$ cat config.mk
export PLATFORM = sky130hd
export DESIGN_NAME = axi_read_resp_router
export DESIGN_NICKNAME = d
export VERILOG_FILES = /design/src/rtl/axi_pkg.sv /design/src/rtl/axi_owner_fifo.sv /design/src/rtl/axi_read_resp_router.sv
export SDC_FILE = /design/constraint.sdc
export NUM_CORES = 1
export LEC_CHECK = 0
export ABC_AREA = 1
export BUFFER_PORTS_ARGS = -buffer_cell sky130_fd_sc_hd__buf_4
export CORE_ASPECT_RATIO = 0.8
export CORE_MARGIN = 4
export CORE_UTILIZATION = 41
export DETAILED_ROUTE_END_ITERATION = 10
export PLACE_DENSITY_LB_ADDON = 0.1
export RECOVER_POWER = 25
export SYNTH_ARGS = -nofsm -noshare
export SYNTH_HDL_FRONTEND = slang
export SYNTH_SLANG_ARGS = --single-unit
$ cat constraint.sdc
create_clock -name clk -period 2.95 [get_ports clk]
set_input_delay 0.59 -clock clk [delete_from_list [all_inputs] [get_ports clk]]
set_output_delay 0.59 -clock clk [all_outputs]
set_load 0.1 [all_outputs]
$ cat src/rtl/axi_pkg.sv
// Shared types for the AXI read interconnect.
// Master select, response codes and read-return FSM states.
package axi_pkg;

  typedef logic master_sel_t;

  typedef enum logic [1:0] {
    OKAY   = 2'b00,
    EXOKAY = 2'b01,
    SLVERR = 2'b10,
    DECERR = 2'b11
  } axi_resp_t;

  typedef enum logic {
    RR_EMPTY = 1'b0,
    RR_ROUTE = 1'b1
  } rr_state_t;

endpackage

$ cat src/rtl/axi_owner_fifo.sv
// In-order owner FIFO: one master select per outstanding burst.
// Push while full is dropped even if a pop happens the same cycle.
module axi_owner_fifo
  import axi_pkg::*;
#(
  parameter int DEPTH = 4,
  parameter int PTR_W = $clog2(DEPTH),
  parameter int CNT_W = $clog2(DEPTH + 1)
) (
  input  logic             clk,
  input  logic             reset_n,
  input  logic             i_push,
  input  logic             i_src,
  input  logic             i_pop,
  output logic             o_head,
  output logic             o_full,
  output logic             o_push_ok,
  output logic [CNT_W-1:0] o_count
);

  master_sel_t      r_mem [DEPTH];
  logic [PTR_W-1:0] r_wr_ptr;
  logic [PTR_W-1:0] r_rd_ptr;
  logic [CNT_W-1:0] r_count;
  logic             w_push;
  logic             w_pop;

  assign o_full    = (r_count == CNT_W'(DEPTH));
  assign w_push    = i_push && !o_full;
  assign w_pop     = i_pop && (r_count != '0);
  assign o_push_ok = w_push;
  assign o_head    = r_mem[r_rd_ptr];
  assign o_count   = r_count;

  always_ff @(posedge clk or negedge reset_n) begin
    if (!reset_n) begin
      r_wr_ptr <= '0;
      r_rd_ptr <= '0;
      r_count  <= '0;
    end else begin
      if (w_push) r_wr_ptr <= r_wr_ptr + 1'b1;
      if (w_pop)  r_rd_ptr <= r_rd_ptr + 1'b1;
      unique case ({w_push, w_pop})
        2'b10:   r_count <= r_count + 1'b1;
        2'b01:   r_count <= r_count - 1'b1;
        default: r_count <= r_count;
      endcase
    end
  end

  // Storage needs no reset; entries are only read once written.
  always_ff @(posedge clk) begin
    if (w_push) r_mem[r_wr_ptr] <= i_src;
  end

endmodule

$ cat src/rtl/axi_read_resp_router.sv
// Read-return router: steers shared slave R beats to the owning master.
// Owner comes from the FIFO head; head pops on each burst's last beat.
module axi_read_resp_router
  import axi_pkg::*;
#(
  parameter int DATA_W = 32,
  parameter int DEPTH  = 4,
  parameter int CNT_W  = $clog2(DEPTH + 1)
) (
  input  logic              clk,
  input  logic              reset_n,
  input  logic              ord_push,
  input  logic              ord_src,
  output logic              ord_full,
  output logic [CNT_W-1:0]  outstanding,
  input  logic              m_rvalid,
  output logic              m_rready,
  input  logic [DATA_W-1:0] m_rdata,
  input  logic [1:0]        m_rresp,
  input  logic              m_rlast,
  output logic              s0_rvalid,
  input  logic              s0_rready,
  output logic [DATA_W-1:0] s0_rdata,
  output logic [1:0]        s0_rresp,
  output logic              s0_rlast,
  output logic              s1_rvalid,
  input  logic              s1_rready,
  output logic [DATA_W-1:0] s1_rdata,
  output logic [1:0]        s1_rresp,
  output logic              s1_rlast,
  output logic              err_unexp
);

  rr_state_t        r_state;
  logic             r_err;
  logic             w_head;
  logic             w_route;
  logic             w_fire;
  logic             w_pop;
  logic             w_push_ok;
  logic             w_full;
  logic [CNT_W-1:0] w_count;

  axi_owner_fifo #(
    .DEPTH (DEPTH)
  ) u_fifo (
    .clk       (clk),
    .reset_n   (reset_n),
    .i_push    (ord_push),
    .i_src     (ord_src),
    .i_pop     (w_pop),
    .o_head    (w_head),
    .o_full    (w_full),
    .o_push_ok (w_push_ok),
    .o_count   (w_count)
  );

  assign w_route = (r_state == RR_ROUTE);

  // Empty state sinks stray beats so the slave never stalls.
  assign m_rready  = reset_n &&
                     (w_route ? (w_head ? s1_rready : s0_rready)
                              : 1'b1);
  assign s0_rvalid = w_route && !w_head && m_rvalid;
  assign s1_rvalid = w_route &&  w_head && m_rvalid;

  assign s0_rdata = m_rdata;
  assign s1_rdata = m_rdata;
  assign s0_rresp = m_rresp;
  assign s1_rresp = m_rresp;
  assign s0_rlast = m_rlast;
  assign s1_rlast = m_rlast;

  assign w_fire = m_rvalid && m_rready;
  assign w_pop  = w_route && w_fire && m_rlast;

  assign ord_full    = w_full;
  assign outstanding = w_count;
  assign err_unexp   = r_err;

  always_ff @(posedge clk or negedge reset_n) begin
    if (!reset_n) begin
      r_state <= RR_EMPTY;
      r_err   <= 1'b0;
    end else begin
      r_err <= !w_route && w_fire;
      unique case (1'b1)
        (r_state == RR_EMPTY): begin
          if (w_push_ok) r_state <= RR_ROUTE;
        end
        default: begin
          if (w_pop && !w_push_ok &&
              w_count == CNT_W'(1))
            r_state <= RR_EMPTY;
        end
      endcase
    end
  end

endmodule
[Word-level counts from Yosys, hierarchy flattened]
Memory sizes are Yosys's and may differ from the RTL's.
Cells that the tools add are included.
Operators by class
  add/subtract/negate cells: 4
  equal/unequal tests: 4
  multiplexer cells: 7
  reduce and logical (&&, ||, !) cells: 19
Operator list (number)
  $logic_and 1x1->1: 13
  $mux 1: 6
  $pmux 3 s2: 1
  $add 2x1->2 const B: 2
  $logic_not 1->1: 4
  $add 3x1->3 const B: 1
  $eq 3x1->1 const B: 1
  $eq 3x3->1 const B: 1
  $reduce_bool 3->1: 1
  $sub 3x1->3 const B: 1
  $eq 2x1->1 const B: 1
  $eq 2x2->1 const B: 1
  $reduce_bool 2->1: 1
Word-level totals
  flip-flop bits (word level): 9
  memory bits (writable): 4
  input port bits: 42
  output and inout bits: 78
  logic and storage cells: 40
  memories kept: 1
Memories
  u_fifo.r_mem: words 4, width 1, read ports 1, clocked after Yosys merged registers in 0, wr ports 1, RTL line axi_owner_fifo.sv:21  | master_sel_t r_mem [DEPTH];

[Longest topological paths before layout]
An unclocked memory read counts as a cell.
  depth in word-level cells: 11
  mapped depth: 15
  mapped depth without buffers: 15

[Hierarchy]
A second synthesis with hierarchy kept.
Unflattened totals
  cells, all modules: 166
  area total of the unflattened synthesis: 1297.5 sq um
By module, submodules not included
  axi_read_resp_router: instances 1, cells an instance 93, area an instance 671.9 sq um, sequential area each 50.0 sq um
  axi_owner_fifo: instances 1, cells an instance 73, area an instance 625.6 sq um, sequential area each 295.3 sq um

[Least setup slack after synthesis]
No wires, ideal clock.
  path type: input -> output
  start point: input port m_rvalid
  end point: output port s1_rvalid
  data arrival time: 2703 ps
  data required time: 2360 ps
  setup slack: -343 ps
  stages on the path: 2
  path buffers: 0
  cells stage by stage: inv_1 > nor3_1
Between the ends
  cells in the longest elaborated chain, start to end: 1
Ends and longest elaborated chain
  start: declaration: RTL line axi_read_resp_router.sv:16  | input logic m_rvalid,
  $logic_and 1x1->1: RTL line axi_read_resp_router.sv:65  | assign s1_rvalid = w_route && w_head && m_rvalid;
  end: declaration: RTL line axi_read_resp_router.sv:26  | output logic s1_rvalid,
Every way passes these cells.

[Worst setup path in the final report]
  start point: input port reset_n
  end point: output port m_rready
Between the ends
  cells in the longest elaborated chain, start to end: 1
Ends and longest elaborated chain
  start: declaration: RTL line axi_read_resp_router.sv:11  | input logic reset_n,
  $logic_and 1x1->1: RTL line axi_read_resp_router.sv:61  | assign m_rready = reset_n &&
  end: declaration: RTL line axi_read_resp_router.sv:17  | output logic m_rready,
Every way passes these cells.

==> impl_metrics.json <==
{
  "synth.yosys.seq_area_share": 0.256,
  "syn_area_um2": 1350,
  "report.final.setup_viol": 0,
  "grt_use_total": 0.0911,
  "critical_path_arrival_ps": 1670,
  "status": "finished clean",
  "die_h_um": 59.3,
  "critPathLaunchType": "input pin",
  "htree_levels": 1,
  "multiInputGateArea_um2": 392,
  "compound_cell_area_share_of_the_yosys_netlist": 0.0111,
  "final_max_slew_viol_count": 0,
  "worst-r2r-cell-count": 14,
  "detailroute.via_count": 695,
  "worstSetupPathType": "input pin to primary output",
  "first_global_vias": 716,
  "globalplace.congestion": 0.706,
  "final_tns_setup_ps": 0,
  "route.detailed.drc": 0,
  "synth_top_family_by_area": "buffers and inverters",
  "global_route_wire_length_before_repair_um": 3020,
  "max_slew_margin": 0.564,
  "cts_resized": 0,
  "syn_area_per_cell_um2": 8.17,
  "yosysMostFrequentCell": "sky130_fd_sc_hd__buf_4",
  "fill_cells": 349,
  "timing.final.crit_period_ps": 2260,
  "detailedPlacementHpwl_um": 1470,
  "worst-slew-pin-transition_ps": 654,
  "post-cts-setup-buffer-count": 0,
  "cp-end-kind": "primary output",
  "layout.cells.non_filler": 156,
  "synthAdderAreaFrac": 0.0836,
  "fp.dieW_um": 72.1,
  "clock_latency_ps": 240,
  "antennaDiodeCount": 0,
  "drt_pre_antenna_iters": 4,
  "placementRows": 18,
  "numCtsBuffers": 3,
  "port_buffer_count": 17,
  "setup_slack_ps": 687,
  "yosys.area_share.xor_xnor": 0.0260,
  "share_of_cell_area_taken_by_muxes_after_synthesis": 0,
  "finish.utilization": 0.333,
  "vias_per_cell": 4.46,
  "synth_top_cell_area_share": 0.390,
  "crit_fanout": 11,
  "final_number_of_hold_violating_endpoints": 0,
  "power.static_leakage_uw": 0.000550,
  "placement.cell_area_um2": 1000,
  "design.core.area_um2": 3130,
  "yosys.area_share.simple": 0.166,
  "fmaxAchievable_ghz": 0.442,
  "design_area_um2": 1040,
  "pin_count": 120,
  "post_route_cells_drive_above_1_share": 0.276,
  "drt-wirelength-per-cell_um": 11.8,
  "power.density_cell_area_nw_per_um2": 1160,
  "starting_density_of_the_core": 0.430,
  "timing.hold.worst.class": "input pin to asynchronous set/reset pin",
  "final-seq-area_um2": 345,
  "netlist_top_cells_count": "sky130_fd_sc_hd__buf_4 (70), sky130_fd_sc_hd__inv_1 (21), sky130_fd_sc_hd__nand2_1 (15)",
  "cts.sink_count": 13,
  "finClkSkew_ps": 4.82,
  "dieArea_um2": 4270,
  "synth_warnings": 0,
  "place_worst_setup_slack_ps": 988,
  "synth.net_count": 216,
  "cts_hold_buffers": 0,
  "tritoncts": "built",
  "ctsRootBufferMaster": "sky130_fd_sc_hd__clkbuf_8",
  "dp.cells": 152,
  "cell_type_with_the_highest_aggregate_area_in_the_netlist": "sky130_fd_sc_hd__buf_4",
  "route.final.wire_length_um": 1850,
  "clkSlewWorstSetupHoldPaths_ps": 60,
  "synthesis.instances": 165,
  "clock_tree.buffer_depth": 2,
  "nNetsFinal": 168,
  "yosys_register_bits": 13,
  "synth_area_leaders": "sky130_fd_sc_hd__buf_4 (39%), sky130_fd_sc_hd__dfrtp_1 (17%), sky130_fd_sc_hd__edfxtp_1 (8.9%)",
  "drt_iter0_drc": 11,
  "ant_nets": 0,
  "number_of_antenna_violations_at_the_first_check_in_global_routing": 0,
  "final_cycle_share": 0.767,
  "count_of_flip_flops_with_a_built_in_enable_after_synthesis": 4,
  "cap_violations": 0,
  "synth_cell_type_count": 20,
  "worst_ir_drop_vdd_v": 0.000426,
  "postSynth.topFlopCell": "sky130_fd_sc_hd__dfrtp_1",
  "crit_required_ps": 2360,
  "area_growth_syn_to_layout_pct": -22.7,
  "postSynth.asyncResetShare": 0.692,
  "setup_repair_after_global_routing_missed_its_margin": "false",
  "grt_remaining_overflow": 0,
  "grt_max_degree": 12
}
per-layer routing:
metal,wire [um],track usage
met1,741,0.0915
met2,814,0.148
met3,192,0.0542
met4,96,0.0509
met5,0,0
per-stage QoR:
step | hold slack, ps | total power (uW)
detailed placement | 439 | 1060
CTS | 172 | 1230
global placement | 435 | 1060
global route | 389 | 1300
finish | 350 | 1210
floorplan | 294 | 1350
report_power, final:
group	switching, uW	total, uW	internal (uW)
registers	59.4	309	249
logic	551	740	189
clock network	61.4	157	95.2
total	671	1210	534
logic make-up after synthesis:
logic type / count (synthesis)
AO/OA/AOI/OAI: 3
XOR/XNOR: 4
adder cells (fa/ha/maj): 9
buffers and inverters: 94
flip-flops: 13
AND/OR/NAND/NOR: 42
registers in the layout, indices dropped and copies added, names as in the netlist:
name and flops:
err_unexp 1, r_state 1, u_fifo.o_count 3, u_fifo.r_mem 4, u_fifo.r_rd_ptr 2, u_fifo.r_wr_ptr 2
path summary, 6_finish.rpt:
kind / from / to / slack, ps
worst max-delay path: reset_n / m_rready / 690
worst min-delay path: reset_n / u_fifo.o_count[0] / 350
worst max register to register: u_fifo.r_rd_ptr[0] / u_fifo.o_count[2] / 990
worst min register to register: u_fifo.r_rd_ptr[1] / u_fifo.r_rd_ptr[1] / 530
max in group asynchronous: reset_n / u_fifo.r_rd_ptr[0] / 2180
min in group clk: u_fifo.r_rd_ptr[1] / u_fifo.r_rd_ptr[1] / 530
worst max-delay path, stage by stage:
cell and delay (ps):
sky130_fd_sc_hd__clkbuf_1 490, sky130_fd_sc_hd__nand2_2 130, sky130_fd_sc_hd__nor2_4 150, sky130_fd_sc_hd__buf_4 310
layout make-up:
cell class,count,area share
inverters,24,0.0864
clock buffers,4,0.0432
repair buffers,17,0.115
well taps,40,0.0480
multi-input cells,58,0.376
flip-flops and latches,13,0.331
layout by cell type, fill, tap and decap left out, drive strengths merged:
| cell | Yosys | final |
|---|---|---|
| inv | 24 | 24 |
| edfxtp | 4 | 4 |
| nand4 | 6 | 6 |
| a21oi | 1 | 1 |
| o21ai | 2 | 2 |
| nor3 | 1 | 1 |
| xor2 | 2 | 2 |
| nand3 | 4 | 4 |
| nor2 | 13 | 13 |
| ha | 9 | 9 |
| clkbuf | 0 | 6 |
| buf | 70 | 15 |
| xnor2 | 2 | 2 |
| nand2 | 18 | 18 |
| dfrtp | 9 | 9 |
No activity file was read; power rests on OpenSTA's default activity.
